===== config.mk =====
export PLATFORM = sky130hd
export DESIGN_NAME = ifu_fetch_flat
export DESIGN_NICKNAME = d
export VERILOG_FILES = /design/src/rtl/ifu_fetch_if.sv /design/src/rtl/ifu_fetch.sv /design/src/flat_wrapper.sv
export SDC_FILE = /design/constraint.sdc
export NUM_CORES = 1
export LEC_CHECK = 0
export BUFFER_PORTS_ARGS = -buffer_cell sky130_fd_sc_hd__buf_4
export CAP_MARGIN = 10
export CELL_PAD_IN_SITES_DETAIL_PLACEMENT = 0
export CELL_PAD_IN_SITES_GLOBAL_PLACEMENT = 1
export CORE_UTILIZATION = 42
export CTS_CLUSTER_DIAMETER = 120
export DETAILED_ROUTE_END_ITERATION = 12
export PLACE_DENSITY_LB_ADDON = 0.25
export SETUP_SLACK_MARGIN = 0.1
export SLEW_MARGIN = 10
export SYNTH_ARGS = -nofsm -noshare
export SYNTH_HDL_FRONTEND = slang
export SYNTH_SLANG_ARGS = --single-unit

===== constraint.sdc =====
create_clock -name clock -period 4.98 [get_ports clock]
set_input_delay 0.249 -clock clock [delete_from_list [all_inputs] [get_ports clock]]
set_output_delay 0.249 -clock clock [all_outputs]
set_load 0.005 [all_outputs]

===== src/rtl/ifu_fetch_if.sv =====
// Fetch-unit bus bundle: instruction-memory request, execute redirect and
// the decode-side valid/ready stream.
interface ifu_fetch_if #(
    parameter int INST_WIDTH = 32,
    parameter int ADDR_WIDTH = 32
);
    logic                  imem_valid;
    logic                  imem_ready;
    logic [ADDR_WIDTH-1:0] imem_pc;
    logic [INST_WIDTH-1:0] imem_inst;
    logic                  redirect_valid;
    logic [ADDR_WIDTH-1:0] redirect_pc;
    logic                  out_valid;
    logic                  out_ready;
    logic [ADDR_WIDTH-1:0] out_pc;
    logic [INST_WIDTH-1:0] out_inst;

    modport master (
        output imem_valid, imem_pc, out_valid, out_pc, out_inst,
        input  imem_ready, imem_inst, redirect_valid, redirect_pc, out_ready
    );

    modport slave (
        input  imem_valid, imem_pc, out_valid, out_pc, out_inst,
        output imem_ready, imem_inst, redirect_valid, redirect_pc, out_ready
    );
endinterface


===== src/rtl/ifu_fetch.sv =====
// Instruction fetch unit: owns the PC, fetches from a same-cycle instruction
// memory and queues {pc, inst} pairs toward decode; redirects flush the queue.
module ifu_fetch #(
    parameter int                    INST_WIDTH = 32,
    parameter int                    ADDR_WIDTH = 32,
    parameter logic [ADDR_WIDTH-1:0] RESET_PC   = 32'h8000_0000,
    parameter int                    FIFO_DEPTH = 2
) (
    input  logic         clock,
    input  logic         reset,
    ifu_fetch_if.master  bus_io
);
    localparam int PW = (FIFO_DEPTH > 1) ? $clog2(FIFO_DEPTH) : 1;
    localparam int CW = $clog2(FIFO_DEPTH + 1);

    typedef enum logic {
        BOOT = 1'b0,
        RUN  = 1'b1
    } state_e;

    state_e                state_q, state_d;
    logic [ADDR_WIDTH-1:0] pc_q, pc_d;
    logic [CW-1:0]         count_q, count_d;
    logic [PW-1:0]         rd_ptr_q, rd_ptr_d;
    logic [PW-1:0]         wr_ptr_q, wr_ptr_d;

    logic [ADDR_WIDTH-1:0] pc_mem   [FIFO_DEPTH];
    logic [INST_WIDTH-1:0] inst_mem [FIFO_DEPTH];

    logic fetch_fire;
    logic pop;

    // The request depends only on registered occupancy, never on out_ready.
    assign bus_io.imem_valid = !reset && (state_q == RUN) &&
                               (count_q < CW'(FIFO_DEPTH)) && !bus_io.redirect_valid;
    assign bus_io.imem_pc    = pc_q;
    assign bus_io.out_valid  = (count_q != '0) && !bus_io.redirect_valid && !reset;
    assign bus_io.out_pc     = pc_mem[rd_ptr_q];
    assign bus_io.out_inst   = inst_mem[rd_ptr_q];

    assign fetch_fire = bus_io.imem_valid && bus_io.imem_ready;
    assign pop        = bus_io.out_valid && bus_io.out_ready;

    always_comb begin
        state_d  = state_q;
        pc_d     = pc_q;
        count_d  = count_q;
        rd_ptr_d = rd_ptr_q;
        wr_ptr_d = wr_ptr_q;

        case (state_q)
            BOOT:    state_d = RUN;
            RUN:     state_d = RUN;
            default: state_d = BOOT;
        endcase

        if (bus_io.redirect_valid) begin
            pc_d     = {bus_io.redirect_pc[ADDR_WIDTH-1:2], 2'b00};
            count_d  = '0;
            rd_ptr_d = '0;
            wr_ptr_d = '0;
        end else begin
            if (fetch_fire) begin
                pc_d     = pc_q + ADDR_WIDTH'(4);
                wr_ptr_d = wr_ptr_q + PW'(1);
            end
            if (pop) begin
                rd_ptr_d = rd_ptr_q + PW'(1);
            end
            count_d = count_q + CW'(fetch_fire) - CW'(pop);
        end
    end

    always_ff @(posedge clock) begin
        if (reset) begin
            state_q  <= BOOT;
            pc_q     <= RESET_PC;
            count_q  <= '0;
            rd_ptr_q <= '0;
            wr_ptr_q <= '0;
        end else begin
            state_q  <= state_d;
            pc_q     <= pc_d;
            count_q  <= count_d;
            rd_ptr_q <= rd_ptr_d;
            wr_ptr_q <= wr_ptr_d;
        end
    end

    // Queue storage carries no reset; fetch_fire is already low in reset and redirect.
    always_ff @(posedge clock) begin
        if (fetch_fire) begin
            pc_mem[wr_ptr_q]   <= pc_q;
            inst_mem[wr_ptr_q] <= bus_io.imem_inst;
        end
    end
endmodule


===== src/flat_wrapper.sv =====
// flat-port wrapper written by rule: the top's interface ports become plain ports
module ifu_fetch_flat 
#(
    parameter int                    INST_WIDTH = 32,
    parameter int                    ADDR_WIDTH = 32,
    parameter logic [ADDR_WIDTH-1:0] RESET_PC   = 32'h8000_0000,
    parameter int                    FIFO_DEPTH = 2
)
  (clock, reset, bus_io_imem_valid, bus_io_imem_pc, bus_io_out_valid, bus_io_out_pc, bus_io_out_inst, bus_io_imem_ready, bus_io_imem_inst, bus_io_redirect_valid, bus_io_redirect_pc, bus_io_out_ready);
  ifu_fetch_if #(.INST_WIDTH(INST_WIDTH), .ADDR_WIDTH(ADDR_WIDTH)) bus_io_i ();
  input  logic clock;
  input  logic reset;
  output wire logic [$bits(bus_io_i.imem_valid)-1:0] bus_io_imem_valid;
  output wire logic [$bits(bus_io_i.imem_pc)-1:0] bus_io_imem_pc;
  output wire logic [$bits(bus_io_i.out_valid)-1:0] bus_io_out_valid;
  output wire logic [$bits(bus_io_i.out_pc)-1:0] bus_io_out_pc;
  output wire logic [$bits(bus_io_i.out_inst)-1:0] bus_io_out_inst;
  input wire logic [$bits(bus_io_i.imem_ready)-1:0] bus_io_imem_ready;
  input wire logic [$bits(bus_io_i.imem_inst)-1:0] bus_io_imem_inst;
  input wire logic [$bits(bus_io_i.redirect_valid)-1:0] bus_io_redirect_valid;
  input wire logic [$bits(bus_io_i.redirect_pc)-1:0] bus_io_redirect_pc;
  input wire logic [$bits(bus_io_i.out_ready)-1:0] bus_io_out_ready;
  assign bus_io_imem_valid = bus_io_i.imem_valid;
  assign bus_io_imem_pc = bus_io_i.imem_pc;
  assign bus_io_out_valid = bus_io_i.out_valid;
  assign bus_io_out_pc = bus_io_i.out_pc;
  assign bus_io_out_inst = bus_io_i.out_inst;
  assign bus_io_i.imem_ready = bus_io_imem_ready;
  assign bus_io_i.imem_inst = bus_io_imem_inst;
  assign bus_io_i.redirect_valid = bus_io_redirect_valid;
  assign bus_io_i.redirect_pc = bus_io_redirect_pc;
  assign bus_io_i.out_ready = bus_io_out_ready;
  ifu_fetch #(.INST_WIDTH(INST_WIDTH), .ADDR_WIDTH(ADDR_WIDTH), .RESET_PC(RESET_PC), .FIFO_DEPTH(FIFO_DEPTH)) u_core (.clock(clock), .reset(reset), .bus_io(bus_io_i));
endmodule

# Yosys cells after proc, flatten, opt, wreduce, memory -nomap -nowiden
# Memory sizes are Yosys's and may differ from the RTL's. A register that Yosys moved wholly into a read port is not among the register bits.
# Cells that the tools add are included.
[word_totals]
ram_bits = 128
output_inout_bits = 98
reg_bits = 37
n_memories = 2
wordCells = 35
inputBits = 69
[memory_table]
columns = ["memory", "depth", "word_bits", "read_ports", "rd_ports_with_merged_regs", "write_ports", "line_no", "rtl"]
rows = [
  ["u_core.inst_mem", 2, 32, 1, 1, 1, "ifu_fetch.sv:28", "logic [INST_WIDTH-1:0] inst_mem [FIFO_DEPTH];"],
  ["u_core.pc_mem", 2, 32, 1, 1, 1, "ifu_fetch.sv:27", "logic [ADDR_WIDTH-1:0] pc_mem [FIFO_DEPTH];"],
]
[op_classes]
n_addsub = 5
order_cmp = 1
n_reduce_logical = 12
mux = 9
[ops]
columns = ["operator", "n"]
rows = [
  ["$mux W32", 2],
  ["$add A32 B3 Y32 const B", 1],
  ["$logic_and A1 B1 Y1", 7],
  ["$mux W1", 7],
  ["$reduce_bool A2 Y1", 2],
  ["$add A1 B1 Y1 const B", 2],
  ["$add A2 B1 Y2", 1],
  ["$logic_not A1 Y1", 2],
  ["$lt A2 B2 Y1 const B", 1],
  ["$reduce_or A2 Y1", 1],
  ["$sub A2 B1 Y2", 1],
]

# Logic depth before layout (Yosys ltp)
# Gate-level depths: netlist (run 1).
[depth]
depth_word = 7
depth_mapped = 10
mapped_depth_nobuf = 9

# Worst setup path after synthesis (run 1)
# No wires, ideal clock.
[synth_timing]
path_kind = "register to register"
from = "register u_core.count_q[1]"
to = "memory u_core.inst_mem[0][0], enable pin"
path_buffers = 1
arrival_ns = 3.531
required_time_ns = 4.498
period_less_slack_ns = 4.013
path_stages_with_launch = 5
path_slack_ns = 0.967
setup_time_ns = 0.482
path_cell_list = "dfxtp_1 > and3b_1 > clkbuf_1 > nand2_1 > nor2_1"
[synth_between]
elab_chain_len = 6
[synth_lines]
columns = ["item", "line_no", "rtl"]
rows = [
  ["start, declared", "ifu_fetch.sv:23", "logic [CW-1:0] count_q, count_d;"],
  ["start signal, assigned", "ifu_fetch.sv:84", "count_q <= count_d;"],
  ["$lt A2 B2 Y1", "ifu_fetch.sv:35", "(count_q < CW'(FIFO_DEPTH)) && !bus_io.redirect_valid;"],
  ["$logic_and A1 B1 Y1", "ifu_fetch.sv:34", "assign bus_io.imem_valid = !reset && (state_q == RUN) &&"],
  ["$logic_and A1 B1 Y1", "ifu_fetch.sv:35", ""],
  ["$logic_and A1 B1 Y1", "ifu_fetch.sv:41", "assign fetch_fire = bus_io.imem_valid && bus_io.imem_ready;"],
  ["$mux W1", "ifu_fetch.sv:92", "if (fetch_fire) begin"],
  ["$mux W1 (implied by the code)", "ifu_fetch.sv:94", "inst_mem[wr_ptr_q] <= bus_io.imem_inst;"],
  ["end, declared", "ifu_fetch.sv:28", ""],
]
# No other way between the ends.

# Worst setup path after layout (run 1)
[layout_timing]
from = "register u_core.count_q[1]"
to = "memory u_core.inst_mem[0][6], enable pin"
# The elaborated chain is that of the path after synthesis.

==> flow_summary.json, run 1 <==
{
  "outcome": "finished, violations left",
  "violations": "DRC",
  "hold_ws_ps": 23.5,
  "clockRootBuffer": "clkbuf_16",
  "period_share": 0.545,
  "crit_path_max_fanout": 33,
  "clkSlewWorstSetupHoldPaths_ps": 60,
  "fmax_mhz": 368,
  "drive_gt1_frac": 0.421,
  "fp.dieH_microns": 126,
  "critical-path-slowest-cell": "nor2_4",
  "ys_ff_latch": 160,
  "wire_per_inst_microns": 17.7,
  "highest_layer": "met4",
  "drtAntennaViolNets": 0,
  "crit_chain": "and3b_1 > nand2_1 > nor2_4 > buf_4",
  "synth-edff-count": 124,
  "multiInputGateArea_sq_um": 1860,
  "met3_length_mm": 1.10,
  "instances_no_fill": 820,
  "hold_class": "primary input to flop",
  "fin_ws_ps": 2260,
  "worst_slew_pin_slew_ps": 1060,
  "nFillCells": 1197,
  "placed_cells": 765,
  "start_kind": "flop",
  "cts_buffer_depth": 2,
  "ys_types": 40,
  "die-width_microns": 126,
  "cp_top_family": "simple AND/OR/NAND/NOR gates",
  "seq_area_sq_um": 4450,
  "drv_cap": 0,
  "antenna_found_initial": 0,
  "grt_start_max_net_pins": 35,
  "drv_slew": 0,
  "r2r_cells": 4,
  "p_per_area_nw_per_um2": 353,
  "crit_buf_inv": 1,
  "p_leak_nw": 3.19,
  "avgSynthCellArea_sq_um": 14.7,
  "ys.flop_type": "edfxtp_1",
  "vias": 4170,
  "setup_tns_ps": 0,
  "numCtsBuffers": 17,
  "initial_utilization": 0.437,
  "hold_depth": 1,
  "wl_met2_mm": 7.01,
  "hpwl_mm": 9.37,
  "viasPerCell": 5.09,
  "place_congestion": 0.778,
  "power_mw": 3.06,
  "grt.overflow.total": 0,
  "cts_tree": "yes",
  "setup_viol": 0,
  "drt_iter0_drc": 270,
  "vdd_drop_max_uv": 213,
  "rows": 44,
  "num_antenna_cells": 0,
  "synthCells": 437,
  "end_kind": "flop",
  "htreeDepth": 4,
  "route.detailed.drc": 16,
  "pre_cts_ws_ps": 2230,
  "rsz0062_at_grt": "false",
  "die_area_sq_um": 15800,
  "grt_use_total": 0.188,
  "cts_num_sinks": 160,
  "drtPass1Iterations": 11,
  "finalHoldViolCount": 0,
  "cp.arrival_ps": 2780,
  "core_sq_um": 14700,
  "num_io_pins": 167,
  "layout_min_cycle_time_ps": 2720,
  "grt_pass1_vias": 4236,
  "clkLatencyLatePin_ps": 420,
  "postSynth.asyncResetShare": 0,
  "slew_headroom": 0.293,
  "final_nets": 695,
  "cpPeakStageDelay_ps": 840,
  "fin_skew_ps": 7.29,
  "timing_worst_setup_path_type": "flop to flop",
  "cp.depth": 4,
  "ys_warn_count": 0,
  "wirelength_mm": 14.5,
  "wl_met1_mm": 6.25,
  "netlist_area_sq_um": 6420,
  "seq_area_frac_synth": 0.692,
  "syn_to_final_growth_pct": 34.8,
  "critPathRequiredTime_ps": 5050,
  "port_buffers": 160,
  "grt_pass1_wl_mm": 22.5
}
==> worst reg2reg max path, stage by stage, from the launching register on <==
cell,delay (ps)
dfxtp_1,350
and3b_1,410
nand2_1,210
nor2_4,840
buf_4,540
==> cell families (layout without fill, tap and decap cells) <==
logic type,count (synthesis),after routing,synth area share
AND/OR/NAND/NOR,109,109,0.0875
XOR/XNOR,29,29,0.0396
flip-flops,160,160,0.692
adder cells (fa/ha/maj),3,3,0.00585
multiplexers,66,66,0.115
buffers and inverters,31,227,0.0218
other,1,4,0.000584
AO/OA/AOI/OAI,38,38,0.0376
==> power breakdown <==
| group | internal, mW | total (mW) | switching [mW] |
|---|---|---|---|
| registers | 1.47 | 1.50 | 0.0345 |
| logic | 0.0999 | 0.170 | 0.0699 |
| clock network | 0.844 | 1.38 | 0.540 |
==> final timing paths <==
kind | to | slack (ps) | from
min reg2reg | flop | 510 | u_core.rd_ptr_q
min | u_core.inst_mem[0][30] | 20 | bus_io_imem_inst[30]
max | u_core.inst_mem[0][6] | 2260 | u_core.count_q[1]
max reg2reg | u_core.inst_mem[0][6] | 2260 | u_core.count_q[1]
==> state kept, by name, indices dropped and copies added, names as in the netlist, named ones only <==
name / flops
u_core.state_q: 1
u_core.rd_ptr_q: 1
u_core.count_q: 2
u_core.bus_io.imem_pc: 30
u_core.inst_mem: 64
u_core.pc_mem: 60
u_core.wr_ptr_q: 1
==> synthesized netlist by cell type, types with 2 or more instances <==
| master | instances | share of area |
|---|---|---|
| nand2_1 | 17 | 0.0099 |
| or3_1 | 3 | 0.0029 |
| xnor2_1 | 16 | 0.022 |
| nor3_1 | 5 | 0.0039 |
| a311oi_1 | 2 | 0.0027 |
| ha_1 | 3 | 0.0058 |
| nand3_1 | 9 | 0.0070 |
| nor2_1 | 39 | 0.023 |
| buf_4 | 4 | 0.0047 |
| or2_2 | 2 | 0.0019 |
| edfxtp_1 | 124 | 0.58 |
| o21ai_0 | 6 | 0.0047 |
| mux2_2 | 62 | 0.11 |
| clkbuf_1 | 16 | 0.0094 |
| dfxtp_1 | 36 | 0.11 |
| and2_1 | 2 | 0.0019 |
| a211oi_1 | 13 | 0.015 |
| o22ai_1 | 2 | 0.0019 |
| and3_1 | 2 | 0.0019 |
| a21oi_1 | 12 | 0.0094 |
| nand4_1 | 17 | 0.017 |
| nor4_1 | 4 | 0.0039 |
| nor3_2 | 3 | 0.0047 |
| mux2i_1 | 4 | 0.0062 |
| inv_1 | 7 | 0.0041 |
| xor2_1 | 13 | 0.018 |
==> per-layer routing <==
metal  up-vias  GRT usage
li1       2002          -
met1      2025      0.241
met2       131      0.303
met3        12     0.0590
met4         0     0.0638
met5         -          0
==> cells in the final DEF (no fill, tap or decap), types with 2 or more instances in the layout <==
cell / instances
a211oi_1: 13
a21oi_1: 12
a311oi_1: 2
and2_1: 2
buf_4: 164
bufinv_16: 4
clkbuf_16: 17
clkinv_1: 2
clkinvlp_4: 5
conb_1: 4
dfxtp_1: 35
dlygate4sd3_1: 23
edfxtp_1: 124
ha_1: 3
inv_1: 7
inv_6: 4
mux2_2: 62
mux2i_1: 4
nand2_1: 17
nand3_1: 9
nand4_1: 17
nor2_1: 38
nor3_1: 5
nor3_2: 3
nor4_1: 4
o21ai_0: 6
o22ai_1: 2
or2_2: 2
or3_1: 3
xnor2_1: 16
xor2_1: 13
==> final cells by class <==
class | count | area share
well taps | 184 | 0.0266
multi-input cells | 249 | 0.215
clock inverters | 15 | 0.0237
repair buffers | 187 | 0.169
clock buffers | 17 | 0.0492
inverters | 8 | 0.00347
flip-flops and latches | 160 | 0.514
==> stage by stage <==
stage          instance area (sq um)  utilization
6_report                        8650        0.589
5_1_grt                         8650        0.589
4_1_cts                         8560        0.583
3_5_place_dp                    7790        0.530
3_3_place_gp                    7790        0.530
2_1_floorplan                   6430            -
==> what timing repair did <==
item,CTS,global route
resized for setup,0,0
hold buffers,14,9
setup buffers,0,0
hold endpoints to repair,27,17
No activity file was read; power rests on OpenSTA's default activity.
==> run 2: changes to the inputs <==
ABC_AREA = 1   (was default)
clock period = 2.6 ns   (was 4.98 ns; I/O delays follow)
==> run 2 against run 1 <==
  * The run now ends clean
  * Routed wire length is 10% higher
  * Setup slack worse by 1800 ps
  * Sequential share of layout area is 4.0 points lower
  * Worst hold slack better by 13 ps
  * Clock skew is 0.88 ps higher
  * Sequential cell count stayed put
  * Final cell count is 28% higher
  * Count of clock-buffer cells in the layout is 1 higher
  * Utilization is 0.43 points lower
  * Global-route usage is 0.66 points higher
  * First-iteration DRC count is 6.3% lower
==> flow_summary.json, run 2 <==
{
  "power.share.combinational": 0.066,
  "num_io_pins": 167,
  "ys_warn_count": 0,
  "rsz0062_at_grt": "false",
  "final_nets": 893,
  "internal-power_mw": 4.37,
  "syn_to_final_growth_pct": 34.6,
  "finalHoldViolCount": 0,
  "synth_xor_area_frac": 0.0176,
  "period_share": 0.827,
  "worst_slew_pin_slew_ps": 639,
  "antenna_found_initial": 0,
  "crit_chain": "buf_12 > mux2_2 > buf_4",
  "initial_utilization": 0.434,
  "drtAntennaViolNets": 0,
  "start_kind": "flop",
  "switching_share": 0.225,
  "synth_top_area_share": 0.534,
  "viasPerCell": 4.72,
  "cts_buffer_depth": 2,
  "outcome": "completed",
  "p_sw_mw": 1.27,
  "vias": 4959,
  "clkSlewWorstSetupHoldPaths_ps": 60,
  "cts_resized": 0,
  "fin_skew_ps": 8.17,
  "synth_common_cells": "nand2_1 (152), edfxtp_1 (124), mux2_2 (62), inv_1 (56), nor2_1 (44)",
  "rows": 46,
  "grt_pass1_wl_mm": 25.0,
  "core_sq_um": 16100,
  "ys.flop_type": "edfxtp_1",
  "wire_per_inst_microns": 15.2,
  "num_antenna_cells": 0,
  "post_cts_buffers": 0,
  "ys_ff_latch": 160,
  "p_per_area_nw_per_um2": 601,
  "hold_ws_ps": 36.6,
  "fmax_mhz": 465,
  "place_congestion": 0.829,
  "route.detailed.drc": 0,
  "cpPeakStageDelay_ps": 730,
  "die_area_sq_um": 17100,
  "fp.dieH_microns": 131,
  "seq_area_frac_synth": 0.638,
  "multiInputGateArea_sq_um": 2220,
  "numCtsBuffers": 17,
  "clockPowerShare": 0.425,
  "drtPass1Iterations": 4,
  "ys_types": 30,
  "htreeDepth": 4,
  "hold_class": "primary input to flop",
  "grt_start_max_net_pins": 43,
  "end_kind": "output port",
  "layout_min_cycle_time_ps": 2150,
  "mostFrequentLayoutCells": "buf_4 (165), nand2_1 (152), edfxtp_1 (124)",
  "setup_viol": 0,
  "yosysMostFrequentCell": "nand2_1",
  "largest_reg_flops": 64,
  "cp_top_family": "flip-flops",
  "drv_slew": 0,
  "synth_top_family_by_area": "simple AND/OR/NAND/NOR gates",
  "drv_cap": 0,
  "vdd_drop_max_uv": 388,
  "final_common_cell": "buf_4",
  "synth_compound_area_frac": 0.0422,
  "timing_worst_setup_path_type": "flop to output port",
  "port_buffers": 160,
  "seq_area_sq_um": 4450,
  "grt_pass1_vias": 5017,
  "wirelength_mm": 16.0,
  "netlist_area_sq_um": 6970,
  "synth-edff-count": 124,
  "yosys.area.top_type": "edfxtp_1",
  "instances_no_fill": 1050,
  "nFillCells": 1367,
  "clockRootBuffer": "clkbuf_16",
  "cts_hold_buf": 40,
  "crit_path_max_fanout": 42,
  "postSynth.asyncResetShare": 0,
  "grt.overflow.total": 0,
  "placed_cells": 978,
  "pwr-share-seq": 0.508,
  "clkLatencyLatePin_ps": 420,
  "critPathRequiredTime_ps": 2470,
  "avgSynthCellArea_sq_um": 11.4,
  "synth-adder-area-share": 0.00539,
  "critical-path-slowest-cell": "dfxtp_2",
  "drt_iter0_drc": 253,
  "muxShareOfSynthArea": 0.100,
  "grt_use_total": 0.195,
  "hpwl_mm": 10.9,
  "synthCells": 614,
  "largest-register": "u_core.inst_mem",
  "cts_num_sinks": 160,
  "cts_tree": "yes",
  "synth_area_leaders": "edfxtp_1 (53%), dfxtp_1 (10%), mux2_2 (10%)",
  "drive_gt1_frac": 0.339,
  "p_leak_nw": 3.59,
  "post-route-util": 0.584,
  "slew_headroom": 0.574,
  "synth-simple-area-share": 0.148,
  "die-width_microns": 131,
  "cp.arrival_ps": 2020,
  "crit_buf_inv": 2
}
-- run 2: cell count changes after synthesis, sizes merged, moves of 7 or more --
cell,delta
xnor2,-13
inv,+51
a211oi,-13
buf,+7
nor2,+17
clkbuf,-9
nand4,-17
nand3,+9
o21ai,+15
nand2,+141
a31oi,+7
a21oi,+13
-- run 2: cells by family (layout without fill, tap and decap cells) --
family / Yosys count / in the layout
DFF: 160 / 160
xor gates and xnor gates: 14 / 14
buffers and inverters: 79 / 296
muxes: 62 / 62
and+or+nand+nor: 239 / 239
AOI/OAI and AO/OA: 56 / 56
other: 1 / 4
adders and majority gates: 3 / 3
-- run 2: path summary, 6_finish.rpt --
path,start,endpoint,slack (ps),depth (start not counted)
max,flop,bus_io_out_inst[15],450,3
min,bus_io_redirect_pc[5],u_core.bus_io.imem_pc[5],40,5
max reg2reg,u_core.count_q[1],u_core.count_q[1],770,10
min reg2reg,u_core.rd_ptr_q,flop,520,2
-- run 2: layer usage --
metal	GRT usage	share of wire
met1	0.243	0.46
met2	0.336	0.48
met3	0.0480	0.054
met4	0.0527	0.0083
met5	0	0
-- run 2: area by class of cell --
cell class              count  share of cell area
clock buffers              18              0.0457
clock inverters            14              0.0156
inverters                  58              0.0232
multi-input cells         378               0.236
flip-flops and latches    160               0.474
well taps                 216              0.0288
repair buffers            206               0.177
-- run 2: power by group through the flow --
stage | Combinational, mW | Sequential, mW | Clock, mW
after floorplan | 0.143 | 2.91 | 0
after global placement | 0.318 | 2.92 | 0
after detailed placement | 0.325 | 2.92 | 0
after CTS | 0.377 | 2.87 | 2.47
after global routing | 0.417 | 2.87 | 2.56
final | 0.374 | 2.87 | 2.40
-- run 2: worst reg2reg max path, cell delays in order, from the launching register on --
cell     delay, ps
dfxtp_1        350
nor2_1         110
nor2_1          60
nand2_1        100
inv_1           70
ha_1           270
inv_1           40
ha_1           190
xnor2_1        130
or2_2          280
a21oi_1        160
-- run 2: metrics by stage --
stage | total power [mW] | cell area [sq um] | setup TNS [ps] | setup slack, ps
after floorplan | 3.05 | 6990 | -12970 | -105
after global placement | 3.24 | 8410 | 0 | 609
after detailed placement | 3.25 | 8410 | 0 | 470
after CTS | 5.71 | 9390 | 0 | 399
after global routing | 5.85 | 9390 | 0 | 343
final | 5.64 | 9390 | 0 | 450
